## config.mk

```make
export PLATFORM = sky130hd
export DESIGN_NAME = mem_arbiter
export DESIGN_NICKNAME = d
export VERILOG_FILES = /design/src/rtl/mem_arbiter.sv
export SDC_FILE = /design/constraint.sdc
export NUM_CORES = 1
export LEC_CHECK = 0
export CAP_MARGIN = 20
export CORE_ASPECT_RATIO = 1.5
export CORE_MARGIN = 8
export CORE_UTILIZATION = 37
export CTS_BUF_LIST = sky130_fd_sc_hd__clkbuf_4
export CTS_CLUSTER_DIAMETER = 80
export DETAILED_ROUTE_END_ITERATION = 8
export HOLD_SLACK_MARGIN = 0.12
export PLACE_DENSITY = 0.79
export RECOVER_POWER = 25
export REMOVE_ABC_BUFFERS = 1
export SLEW_MARGIN = 25
export SYNTH_ARGS = -nofsm -noshare
export SYNTH_HDL_FRONTEND = slang
export SYNTH_SLANG_ARGS = --single-unit
```

## constraint.sdc

```tcl
create_clock -name clk -period 1.7 [get_ports clk]
set_input_delay 0.34 -clock clk [delete_from_list [all_inputs] [get_ports clk]]
set_output_delay 0.34 -clock clk [all_outputs]
set_load 0.05 [all_outputs]
```

## src/rtl/mem_arbiter.sv

```systemverilog
// Shares one memory port between the instruction-fetch unit and the load/store unit.
// LSU wins by default; a starve counter forces an IFU grant and a watchdog aborts stuck transactions.
module mem_arbiter #(
  parameter int STARVE_LIMIT = 4,
  parameter int TIMEOUT      = 255
) (
  input  logic        clk,
  input  logic        reset,
  input  logic        ifu_req_valid,
  output logic        ifu_req_ready,
  input  logic [31:0] ifu_addr,
  output logic        ifu_resp_valid,
  output logic [31:0] ifu_rdata,
  output logic        ifu_err,
  input  logic        lsu_req_valid,
  output logic        lsu_req_ready,
  input  logic [31:0] lsu_addr,
  input  logic        lsu_wen,
  input  logic [31:0] lsu_wdata,
  input  logic [3:0]  lsu_wmask,
  output logic        lsu_resp_valid,
  output logic [31:0] lsu_rdata,
  output logic        lsu_err,
  output logic        mem_req_valid,
  input  logic        mem_req_ready,
  output logic [31:0] mem_addr,
  output logic        mem_wen,
  output logic [31:0] mem_wdata,
  output logic [3:0]  mem_wmask,
  input  logic        mem_resp_valid,
  input  logic [31:0] mem_rdata
);
  localparam int SW = $clog2(STARVE_LIMIT + 1);
  localparam int TW = $clog2(TIMEOUT + 1);

  typedef enum logic [1:0] {S_IDLE, S_REQ, S_WAIT, S_RESP} state_t;
  typedef enum logic {OWN_IFU, OWN_LSU} owner_t;

  state_t        state_q, state_d;
  owner_t        owner_q, owner_d;
  logic [SW-1:0] starve_q, starve_d;
  logic [TW-1:0] tmo_q, tmo_d;
  logic [31:0]   addr_q, addr_d;
  logic [31:0]   wdata_q, wdata_d;
  logic          wen_q, wen_d;
  logic [3:0]    wmask_q, wmask_d;
  logic          ifu_resp_valid_q, ifu_resp_valid_d;
  logic [31:0]   ifu_rdata_q, ifu_rdata_d;
  logic          ifu_err_q, ifu_err_d;
  logic          lsu_resp_valid_q, lsu_resp_valid_d;
  logic [31:0]   lsu_rdata_q, lsu_rdata_d;
  logic          lsu_err_q, lsu_err_d;

  logic pick_lsu, pick_ifu, starved, timed_out, finish, fin_err;

  always_comb begin
    state_d          = state_q;
    owner_d          = owner_q;
    starve_d         = starve_q;
    tmo_d            = tmo_q;
    addr_d           = addr_q;
    wdata_d          = wdata_q;
    wen_d            = wen_q;
    wmask_d          = wmask_q;
    ifu_resp_valid_d = 1'b0;
    ifu_rdata_d      = '0;
    ifu_err_d        = 1'b0;
    lsu_resp_valid_d = 1'b0;
    lsu_rdata_d      = '0;
    lsu_err_d        = 1'b0;
    ifu_req_ready    = 1'b0;
    lsu_req_ready    = 1'b0;
    mem_req_valid    = 1'b0;
    finish           = 1'b0;
    fin_err          = 1'b0;

    starved   = (starve_q == SW'(STARVE_LIMIT));
    pick_lsu  = lsu_req_valid && !(ifu_req_valid && starved);
    pick_ifu  = ifu_req_valid && !pick_lsu;
    timed_out = (tmo_q == TW'(TIMEOUT));

    case (state_q)
      S_IDLE: begin
        lsu_req_ready = pick_lsu && !reset;
        ifu_req_ready = pick_ifu && !reset;
        if (pick_lsu) begin
          owner_d = OWN_LSU;
          addr_d  = lsu_addr;
          wen_d   = lsu_wen;
          wdata_d = lsu_wdata;
          wmask_d = lsu_wmask;
          tmo_d   = '0;
          state_d = S_REQ;
          if (ifu_req_valid && !starved) starve_d = starve_q + 1'b1;
        end else if (pick_ifu) begin
          owner_d  = OWN_IFU;
          addr_d   = ifu_addr;
          wen_d    = 1'b0;
          wdata_d  = '0;
          wmask_d  = 4'hF;
          tmo_d    = '0;
          starve_d = '0;
          state_d  = S_REQ;
        end
      end
      S_REQ: begin
        tmo_d = tmo_q + 1'b1;
        if (timed_out) begin
          finish  = 1'b1;
          fin_err = 1'b1;
        end else begin
          mem_req_valid = !reset;
          if (mem_req_ready) begin
            // zero-latency memory answers in the same cycle it accepts
            if (mem_resp_valid) finish = 1'b1;
            else                state_d = S_WAIT;
          end
        end
      end
      S_WAIT: begin
        tmo_d = tmo_q + 1'b1;
        if (timed_out) begin
          finish  = 1'b1;
          fin_err = 1'b1;
        end else if (mem_resp_valid) begin
          finish = 1'b1;
        end
      end
      S_RESP:  state_d = S_IDLE;
      default: state_d = S_IDLE;
    endcase

    if (finish) begin
      state_d = S_RESP;
      if (owner_q == OWN_IFU) begin
        ifu_resp_valid_d = 1'b1;
        ifu_err_d        = fin_err;
        ifu_rdata_d      = fin_err ? 32'h0 : mem_rdata;
      end else begin
        lsu_resp_valid_d = 1'b1;
        lsu_err_d        = fin_err;
        lsu_rdata_d      = (fin_err || wen_q) ? 32'h0 : mem_rdata;
      end
    end
  end

  always_ff @(posedge clk) begin
    if (reset) begin
      state_q          <= S_IDLE;
      owner_q          <= OWN_IFU;
      starve_q         <= '0;
      tmo_q            <= '0;
      addr_q           <= '0;
      wdata_q          <= '0;
      wen_q            <= 1'b0;
      wmask_q          <= '0;
      ifu_resp_valid_q <= 1'b0;
      ifu_rdata_q      <= '0;
      ifu_err_q        <= 1'b0;
      lsu_resp_valid_q <= 1'b0;
      lsu_rdata_q      <= '0;
      lsu_err_q        <= 1'b0;
    end else begin
      state_q          <= state_d;
      owner_q          <= owner_d;
      starve_q         <= starve_d;
      tmo_q            <= tmo_d;
      addr_q           <= addr_d;
      wdata_q          <= wdata_d;
      wen_q            <= wen_d;
      wmask_q          <= wmask_d;
      ifu_resp_valid_q <= ifu_resp_valid_d;
      ifu_rdata_q      <= ifu_rdata_d;
      ifu_err_q        <= ifu_err_d;
      lsu_resp_valid_q <= lsu_resp_valid_d;
      lsu_rdata_q      <= lsu_rdata_d;
      lsu_err_q        <= lsu_err_d;
    end
  end

  assign mem_addr       = addr_q;
  assign mem_wen        = wen_q;
  assign mem_wdata      = wdata_q;
  assign mem_wmask      = wmask_q;
  assign ifu_resp_valid = ifu_resp_valid_q;
  assign ifu_rdata      = ifu_rdata_q;
  assign ifu_err        = ifu_err_q;
  assign lsu_resp_valid = lsu_resp_valid_q;
  assign lsu_rdata      = lsu_rdata_q;
  assign lsu_err        = lsu_err_q;

endmodule

```

; ---- After elaboration in Yosys (flattened, before gate mapping)
; Index checks and enable logic that the tools add are counted.
[op_classes]
addsub = 2
eq_ne = 11
n_mux = 35
bitwise_logic = 2
n_reduce_logical = 25
[op_table]
columns = cell, n
row1 = two-way mux 32 bit, 4
row2 = two-way mux 8 bit, 2
row3 = one-hot mux 8 bit (2 select lines), 1
row4 = two-way mux 1 bit, 15
row5 = two-way mux 2 bit, 6
row6 = "!= test 3 bit, second input constant", 4
row7 = two-way mux 3 bit, 3
row8 = "adder 8 x 1 -> 8 bit, second input constant", 1
row9 = "equality test 8 bit, second input constant", 1
row10 = two-way mux 4 bit, 2
row11 = OR reduction 4 bit, 2
row12 = logical AND 1 bit, 6
row13 = one-hot mux 2 bit (3 select lines), 1
row14 = OR reduction 3 bit, 2
row15 = AND reduction 5 bit, 1
row16 = "equality test 2 bit, second input constant", 2
row17 = zero test 1 bit, 4
row18 = "!= test 4 bit, second input constant", 1
row19 = AND reduction 2 bit, 2
row20 = nonzero test 2 bit, 2
row21 = nonzero test 4 bit, 1
row22 = OR reduction 2 bit, 2
row23 = "adder 3 x 1 -> 3 bit, second input constant", 1
row24 = "equality test 3 bit, second input constant", 1
row25 = 7 further kinds, 8
[totals]
ff_bits = 151
input_bits = 139
out_inout_bits = 140

; ---- Logic depth before layout (Yosys ltp)
; Gate-level depths: netlist (run 1).
[logic_depth]
ltp_word = 10
depth_mapped = 8

; ---- Least setup slack after synthesis (run 1)
; Ideal clock, no wire load.
[synth_timing]
path_kind = reg2out
from = reg starve_q[0]
to = out ifu_req_ready
t_arrival_ns = 2.106
required_ns = 1.360
slack_ns = -0.746
path_stages_with_launch = 6
path_cell_list = dfxtp_1 inv_1 ha_1 nand3_4 buf_1 a211oi_1
[synth_via]
elab_chain_len = 8
[synth_rtl]
columns = item, line
row1 = start: declaration, 41  ; logic [SW-1:0] starve_q, starve_d;
row2 = start signal: assignment, 166  ; starve_q <= starve_d;
row3 = equality test 3 bit, 77  ; starved = (starve_q == SW'(STARVE_LIMIT));
row4 = logical AND 1 bit, 78  ; pick_lsu = lsu_req_valid && !(ifu_req_valid && starved);
row5 = zero test 1 bit, 78
row6 = logical AND 1 bit, 78
row7 = zero test 1 bit, 79  ; pick_ifu = ifu_req_valid && !pick_lsu;
row8 = logical AND 1 bit, 79
row9 = logical AND 1 bit, 85  ; ifu_req_ready = pick_ifu && !reset;
row10 = two-way mux 1 bit, 82  ; case (state_q)
row11 = end: declaration, 10  ; output logic ifu_req_ready,
; Every way passes these cells.

; ---- Worst setup path after layout (run 1)
[layout_timing]
from = in lsu_req_valid
to = out ifu_req_ready
[layout_via]
elab_chain_len = 5
[layout_rtl]
columns = item, line
row1 = start: declaration, 15  ; input logic lsu_req_valid,
row2 = logical AND 1 bit, 78
row3 = zero test 1 bit, 79
row4 = logical AND 1 bit, 79
row5 = logical AND 1 bit, 85
row6 = two-way mux 1 bit, 82
; Every way passes these cells.

==> results of run 1 <==
-- worst paths after layout --
kind	endpoint	slack, ns
setup / recovery	ifu_req_ready	-0.31
hold reg to reg	mem_wmask[1]$_SDFFE_PP0P_	0.50
setup reg to reg	tmo_q[5]$_SDFFE_PP0P_	-0.30
hold / removal	starve_q[0]$_SDFFE_PP0P_	0.21
-- registers in the layout, summed over array words and instances, names as in the netlist, 2 cells and up --
name,count
ifu_rdata,32
lsu_rdata,32
mem_addr,32
mem_wdata,32
tmo_q,8
mem_wmask,4
starve_q,3
state_q,2
-- layout by cell type (no fill, tap or decap), drive strengths merged, types with 32 or more instances in the layout --
master,synthesis,layout
buf,28,155
dfxtp,151,151
clkdlybuf4s50,0,137
clkbuf,10,69
and2,64,64
nor2,52,52
nand2,41,41
nand3,35,35
a22o,33,33
a311oi,32,32
-- report_power, final --
group / total [uW] / internal (uW) / switching, uW
logic: 5650 / 2190 / 3460
registers: 4400 / 4080 / 319
clock network: 2370 / 831 / 1530
-- cells by family after synthesis --
kind of cell / Yosys count / synth area share, %
compound gates: 91 / 14.5
fa+ha+maj: 8 / 1.87
buf+inv: 45 / 4.76
xor+xnor: 3 / 0.490
flops: 151 / 56.3
simple gates: 222 / 22.0
-- through the flow --
stage	cells	instance area, um2
after global placement	991	8170
after global routing	1055	9120
final	1055	9120
after detailed placement	991	8170
after floorplan	482	5140
after CTS	1036	8800
-- final cells by class --
class | instances | area, um2
Sequential cell | 151 | 3030
Inverter | 7 | 28.8
Clock buffer | 17 | 128
Fill cell | 1193 | 5270
Antenna cell | 1 | 2.50
Clock inverter | 15 | 176
Timing Repair Buffer | 344 | 3080
Multi-Input combinational cell | 324 | 2420
Tap cell | 196 | 245
-- layer usage --
layer	part of all wire, %	vias to the layer above	track usage (%)	wire length, um
met2	53	257	36.4	11100
li1	-	2464	-	-
met4	3.6	0	9.79	753
met5	0	-	0	0
met3	9.8	48	8.96	2060
met1	33	2551	19.0	6990
-- repair_timing --
action,in CTS,in global routing
pin swaps,19,19
gates cloned,2,7
buffers inserted,11,14
resized for setup,47,53
setup endpoints to repair,106,94
==> results.ini, run 1 <==
[run_status]
status = finished, violations left
violations = negative setup slack

[timing]
slew_headroom_pct = 66.1
whs_ns = 0.214
drv_slew = 0
period_share_pct = 118
layout_setup_ws_ns = -0.307
period_needed_ns = 2.01
finalSetupTns_ns = -14.38
hold_viol_final = 0
rsz0062_at_grt = true
worstMarginPinSlew_ns = 0.508
finClkSkew_ns = 0.0213
setup_violations = 88
fmax_mhz = 498

[clock_tree]
cts_max_level = 4
insertion_delay_ns = 0.54
clk_path_buf_depth = 2
root_buffer = clkbuf_4
cts.clk_slew.worst_paths_ns = 0.15
postCtsHoldBufs = 0
cts_tree = yes
cts_inserted_buffers = 17
cts_sinks = 151

[power_and_ir_drop]
vdd_ir_drop_max_mv = 0.681
total_power_uw = 12400
p_leak_uw = 0.00390
p_per_area_mw_per_mm2 = 1360

[detailed_routing]
drt_first_iter_violations = 430
via_per_inst = 5.04
drcViolationCount = 0
wirelength_mm = 20.9
post_drt_wl_per_cell_um = 19.8
num_vias = 5320
final_antenna_net_count = 0
drt_pass1_iterations = 4

[global_routing]
grt_usage_pct = 20.2
grt_antenna_before_repair = 1
grt-ovfl-total = 0
grt_pass1_wl_mm = 29.6
grt_max_degree = 49
grt_pass1_vias = 5691

[cells_and_area]
final_core_util_pct = 63.4
synthToLayoutAreaGrowth_pct = 69.9
drive_gt1_share_pct = 37.9
final_nets = 992

[yosys]
yosysSeqAreaShare_pct = 56.3
synth.distinct_cells = 47
syn-cell-area_mm2 = 0.00537
async_flop_share_pct = 0
synth_edf_count = 0
synth_largest_area_cell = dfxtp_1
ys_ff_latch = 151
avgSynthCellArea_um2 = 10.3
syn_inst = 520
post-synth-top-area-fraction_pct = 56.3
synth_most_common_cell = dfxtp_1
yosys_warnings = 0
ys.flop_type = dfxtp_1
ys_top_cells_by_area = dfxtp_1, and2_1, a22o_1
synth_common_cells = dfxtp_1, and2_1, nor2_1

[setup_path]
max_stage_delay_ns = 0.56
worstPathArrival_ns = 1.67
crit_path_end_kind = output pin
worst-path-buf-inv = 4
critPathLaunchType = input port
crit_path_max_fanout = 12
cpMaxStageDelayCell = clkdlybuf4s50_1
crit_top_cell = buf_4
crit_start = lsu_req_valid
ff2ff_path_depth = 10
path_depth = 5
crit_family = buffers and inverters
path_cells = clkdlybuf4s50_1 -> buf_4 -> a211oi_2 -> buf_4 -> buf_12
required_ns = 1.36
r2r_start = state_q[1]$_SDFFE_PP0P_
critPathKind = in2out

[die]
die_y_um = 163
coreArea_mm2 = 0.0144
boundaryPins = 279
start_util_pct = 37.3
die_area_mm2 = 0.0187
rows = 54
die_w_um = 114

[place]
gp_congestion = 0.888
pre_cts_ws_ns = -0.286
port_buffers = 278
dp_hpwl_mm = 14.1

[run]
cap_violations = 0

[min_path]
hold_depth = 2
hp-start = reset
hold_path.class = in2reg

Power figures use the tool's default switching activity.
==> run 2, diff against run 1 <==
- CORE_MARGIN: 8 -> unset
- PLACE_DENSITY: 0.79 -> 0.77
- SETUP_SLACK_MARGIN: unset -> 0.2
==> run 2 against run 1 <==
- the run still ends with negative setup slack left
- worst setup slack worse by 0.0014 ns
- sequential power up 4%
- largest cell class unchanged
- critical endpoint unchanged
- clock skew increased by 0.0031 ns
- sequential share of layout area down 2.1 points
- fmax barely moved
- cell count barely moved
- first-iteration DRC count decreased by 71%
- clock power fell by 5%
- die area shrank 20%
- utilization increased by 7.3 points
- global-route usage grew 4.2 points
- register-to-register slack better by 0.03 ns
==> results.ini, run 2 (synthesized netlist as in run 1, its figures left out) <==
[die]
die_area_mm2 = 0.0150
rows = 53
die_w_um = 100
die_y_um = 149
boundaryPins = 279
start_util_pct = 38.2
coreArea_mm2 = 0.0141

[power_and_ir_drop]
internal-power_uw = 7970
p_leak_uw = 0.00411
switchingPower_uw = 5700
total_power_uw = 13700
sequentialPowerShare_pct = 33.5
pwr-share-clk_pct = 16.4
p_per_area_mw_per_mm2 = 1380
p_sw_share_pct = 41.7
vdd_ir_drop_max_mv = 0.875
combPwrFrac_pct = 50.1

[setup_path]
crit_path_max_fanout = 4
worstPathArrival_ns = 1.67
critPathKind = reg2out
required_ns = 1.36
crit_path_end_kind = output pin
critPathLaunchType = flip-flop

[detailed_routing]
drt_first_iter_violations = 125
wirelength_mm = 19.8
drcViolationCount = 0
via_per_inst = 5.16
num_vias = 5450
post_drt_wl_per_cell_um = 18.8
drt_pass1_iterations = 5
final_antenna_net_count = 0

[cells_and_area]
synthToLayoutAreaGrowth_pct = 85.1
layout_common_cells = clkdlybuf4s50_1, buf_4, dfxtp_1, buf_6, and2_1
final_cell_area_mm2 = 0.00993
layout_commonest_cell = clkdlybuf4s50_1
final_core_util_pct = 70.6
final_nets = 997
drive_gt1_share_pct = 46.7

[global_routing]
grt_pass1_wl_mm = 28.2
grt-ovfl-total = 0
grt_max_degree = 35
grt_usage_pct = 24.4
grt_pass1_vias = 5620
grt_antenna_before_repair = 1

[timing]
fmax_mhz = 498
finalSetupTns_ns = -14.59
period_needed_ns = 2.01
drv_slew = 0
setup_violations = 102
finClkSkew_ns = 0.0243
period_share_pct = 118
rsz0062_at_grt = true
whs_ns = 0.297
hold_viol_final = 0
slew_headroom_pct = 63.9
layout_setup_ws_ns = -0.308
worstMarginPinSlew_ns = 0.541

[place]
port_buffers = 278
gp_congestion = 0.812
place_area_mm2 = 0.00816
dp_hpwl_mm = 12.6

[clock_tree]
cts_tree = yes
cts_max_level = 4
cts.clk_slew.worst_paths_ns = 0.14
root_buffer = clkbuf_4
cts_inserted_buffers = 17
clk_path_buf_depth = 2
cts_sinks = 151
insertion_delay_ns = 0.52

[run_status]
violations = negative setup slack
status = finished, violations left

[min_path]
hold_path.class = in2reg

[run]
cap_violations = 0

run 2: cell count changes in the layout (fill, tap and decap cells not counted), moves of 14 or more:
cell,previous run,this run
buf_6,13,80
clkbuf_2,47,0
dfxtp_1,144,102
dfxtp_2,6,46
buf_4,130,103
nor2_1,47,28
nor2_4,3,17
run 2: area by class of cell:
| cell class | instances | area (um2) |
|---|---|---|
| Antenna cell | 1 | 2.50 |
| Multi-Input combinational cell | 324 | 2640 |
| Clock buffer | 17 | 128 |
| Timing Repair Buffer | 349 | 3640 |
| Sequential cell | 151 | 3090 |
| Fill cell | 962 | 4130 |
| Tap cell | 192 | 240 |
| Inverter | 7 | 28.8 |
| Clock inverter | 15 | 158 |
run 2: critical path, stage by stage (launching register included):
cell	delay (ns)
dfxtp_2	0.35
inv_2	0.06
buf_6	0.09
ha_4	0.16
nand2_2	0.07
a211oi_2	0.15
buf_4	0.14
buf_12	0.12
run 2: power by group through the flow:
stage	clock (uW)	combinational, uW	sequential (uW)
5_1_grt	2460	7140	4630
3_5_place_dp	0	4830	4440
2_1_floorplan	0	1290	6060
4_1_cts	2320	5970	4410
3_3_place_gp	0	4710	4420
6_report	2240	6850	4580
run 2: per-layer routing:
layer	part of all wire, %	vias up	global-route usage [%]
met5	0	-	0
met4	3.6	0	10.4
met3	9.2	50	9.43
met2	54	298	45.4
met1	33	2611	23.6
li1	-	2491	-
run 2: timing repair:
| action | CTS | global route |
|---|---|---|
| gates resized for setup | 117 | 164 |
| buffers inserted | 18 | 8 |
| setup endpoints to repair | 172 | 213 |
| hold buffers | 0 | 0 |
| pin swaps | 25 | 55 |
| cloned | 7 | 5 |
run 2: stage by stage:
| step | instances | worst slack (ns) |
|---|---|---|
| floorplan | 482 | -0.733 |
| global placement | 985 | -0.276 |
| detailed placement | 985 | -0.267 |
| CTS | 1042 | -0.392 |
| global route | 1056 | -0.419 |
| finish | 1056 | -0.308 |
run 2: worst paths after layout:
kind | startpoint | endpoint | slack, ns | depth (start not counted)
max | state_q[0]$_SDFFE_PP0P_ | ifu_req_ready | -0.31 | 7
min | reset | state_q[0]$_SDFFE_PP0P_ | 0.30 | 2
max reg2reg | state_q[0]$_SDFFE_PP0P_ | lsu_rdata[23]$_SDFF_PP0_ | -0.27 | 10
min reg2reg | mem_wdata[31]$_SDFFE_PP0P_ | mem_wdata[31]$_SDFFE_PP0P_ | 0.50 | 1
==> run 3, diff against run 2 <==
- ABC_AREA: unset -> 1
- PLACE_DENSITY: 0.77 -> 0.76
- TNS_END_PERCENT: unset -> 30
==> run 3 against run 2 <==
- the flow still finishes with violations (negative setup slack)
- critical path depth is 1 higher
- first-iteration DRC count is 7.2% higher
- utilization is 0.15 points lower
- global-route usage is 2.8 points lower
- clock-buffer cell count stayed put
- fmax is 2.1% lower
- largest cell class unchanged
==> results.ini, run 3 <==
[die]
die_w_um = 101
die_area_mm2 = 0.0153
start_util_pct = 37.7
boundaryPins = 279
rows = 54
coreArea_mm2 = 0.0145
die_y_um = 151

[timing]
rsz0062_at_grt = true
period_share_pct = 121
finalSetupTns_ns = -8.19
worstMarginPinSlew_ns = 0.468
fmax_mhz = 487
finClkSkew_ns = 0.0386
drv_slew = 0
layout_setup_ws_ns = -0.352
slew_headroom_pct = 68.8
hold_viol_final = 0
setup_violations = 69
period_needed_ns = 2.05

[setup_path]
critPathLaunchType = flip-flop
reg2reg_slack_ns = -0.18
path_cells = inv_2 -> ha_4 -> nand3_4 -> nand2_4 -> inv_4 -> nor3_4 -> buf_6 -> buf_12
critPathKind = reg2out
crit_path_end_kind = output pin
r2r_start = tmo_q[0]$_SDFFE_PP0P_
required_ns = 1.36
max_stage_delay_ns = 0.36
crit_start = starve_q[0]$_SDFFE_PP0P_
cpMaxStageDelayCell = dfxtp_2
crit_path_max_fanout = 3
worstPathArrival_ns = 1.71
r2r-end = lsu_rdata[27]$_SDFF_PP0_
ff2ff_path_depth = 13

[yosys]
ys_ff_latch = 151
ys.flop_type = dfxtp_1
yosysSeqAreaShare_pct = 55.2
synth_largest_area_cell = dfxtp_1
post-synth-top-area-fraction_pct = 55.2
async_flop_share_pct = 0
syn_inst = 603
syn-cell-area_mm2 = 0.00547
yosys_warnings = 0
ys_top_cells_by_area = dfxtp_1, nand2_1, a32o_1
avgSynthCellArea_um2 = 9.08
synth_most_common_cell = dfxtp_1
synth.distinct_cells = 32
synth_common_cells = dfxtp_1, nand2_1, inv_1
synth_edf_count = 0

[place]
dp_hpwl_mm = 12.0
gp_congestion = 0.822
port_buffers = 278
placedCellCount = 1085

[clock_tree]
cts_inserted_buffers = 17
cts_tree = yes
clk_path_buf_depth = 2
root_buffer = clkbuf_4
cts.clk_slew.worst_paths_ns = 0.17
cts_max_level = 4
cts_sinks = 151
insertion_delay_ns = 0.55

[detailed_routing]
num_vias = 5550
drt_first_iter_violations = 134
drcViolationCount = 0
final_antenna_net_count = 0
via_per_inst = 4.82
wirelength_mm = 20.2
drt_pass1_iterations = 4
post_drt_wl_per_cell_um = 17.5

[cells_and_area]
fill_cells = 1018
layout_common_cells = clkdlybuf4s50_1, buf_6, dfxtp_1, inv_1, buf_4
layout_commonest_cell = clkdlybuf4s50_1
synthToLayoutAreaGrowth_pct = 87.1
multi_input_area_mm2 = 0.00254
seq_area_mm2 = 0.00309
final_nets = 1088
fin_cells = 1151
drive_gt1_share_pct = 45.6

[power_and_ir_drop]
p_per_area_mw_per_mm2 = 1340
vdd_ir_drop_max_mv = 0.737
p_leak_uw = 0.00460

[global_routing]
grt-ovfl-total = 0
grt_usage_pct = 21.6
grtUsageMet1_pct = 22.6
grt_use_met2_pct = 39.3
grt_antenna_before_repair = 2
grt_pass1_wl_mm = 25.1
grt_max_degree = 70
busiest_layer = met2
grt_use_met3_pct = 5.81
grt_pass1_vias = 5036

[min_path]
hold_path.class = in2reg
hold_end = ifu_rdata[11]$_SDFF_PP0_
hold_depth = 3
hp-start = mem_rdata[11]

[run_status]
status = finished, violations left
violations = negative setup slack

[run]
cap_violations = 0

==> run 3: what timing repair did <==
item,CTS,global route
cloned,2,9
gates resized for setup,105,244
setup endpoints to repair,162,249
hold buffers,0,0
setup buffers,16,6
pin swaps,17,39
==> run 3: worst max-delay path by stage <==
stage / end / slack, ns
floorplan: ifu_req_ready / -1.84
global placement: tmo_q[2]$_SDFFE_PP0P_ / -0.21
detailed placement: tmo_q[2]$_SDFFE_PP0P_ / -0.21
CTS: ifu_req_ready / -0.38
global route: lsu_req_ready / -0.46
finish: ifu_req_ready / -0.35
==> run 3: kinds of logic after synthesis <==
| kind of cell | share of synthesized area [%] |
|---|---|
| buffers and inverters | 9.44 |
| adders and majority gates | 1.83 |
| DFF | 55.2 |
| and+or+nand+nor | 20.2 |
| xor gates and xnor gates | 0.320 |
| AOI/OAI and AO/OA | 12.9 |
==> run 3: area by class of cell <==
type	count	area share [%]
clock inverters	15	1.77
repair buffers	355	36.5
inverters	81	3.06
diodes	1	0.0244
multi-input cells	335	24.8
clock buffers	17	1.25
well taps	196	2.40
flip-flops and latches	151	30.2
==> run 3: worst max-delay path: cells and delay by family, from the launching register on <==
kind | cells | cell delay (ns)
adder cells (fa/ha/maj) | 1 | 0.14
flip-flops | 1 | 0.36
buffers and inverters | 4 | 0.37
AND/OR/NAND/NOR | 3 | 0.29
==> run 3: where the power goes <==
part | switching [uW] | leakage (uW) | internal [uW]
Clock | 1500 | 0.000162 | 943
Combinational | 4030 | 0.00319 | 2750
Sequential | 379 | 0.00125 | 4140
==> run 3: per-layer routing <==
metal	share of wire, %	up-vias	wire length [um]
met5	0.065	-	13
met4	3.1	2	617
met3	4.8	48	969
met2	56	183	11300
met1	36	2662	7210
li1	-	2655	-
==> run 3: metrics by stage <==
stage	setup WS (ns)	power, uW	instance area (um2)	utilization [%]	hold WS (ns)
global placement	-0.213	9690	8360	57.5	0.464
finish	-0.352	13700	10200	70.5	0.333
detailed placement	-0.210	9740	8360	57.5	0.473
CTS	-0.379	12800	9220	63.4	0.272
floorplan	-1.84	7630	5260	-	0.409
global route	-0.459	14300	10200	70.5	0.285
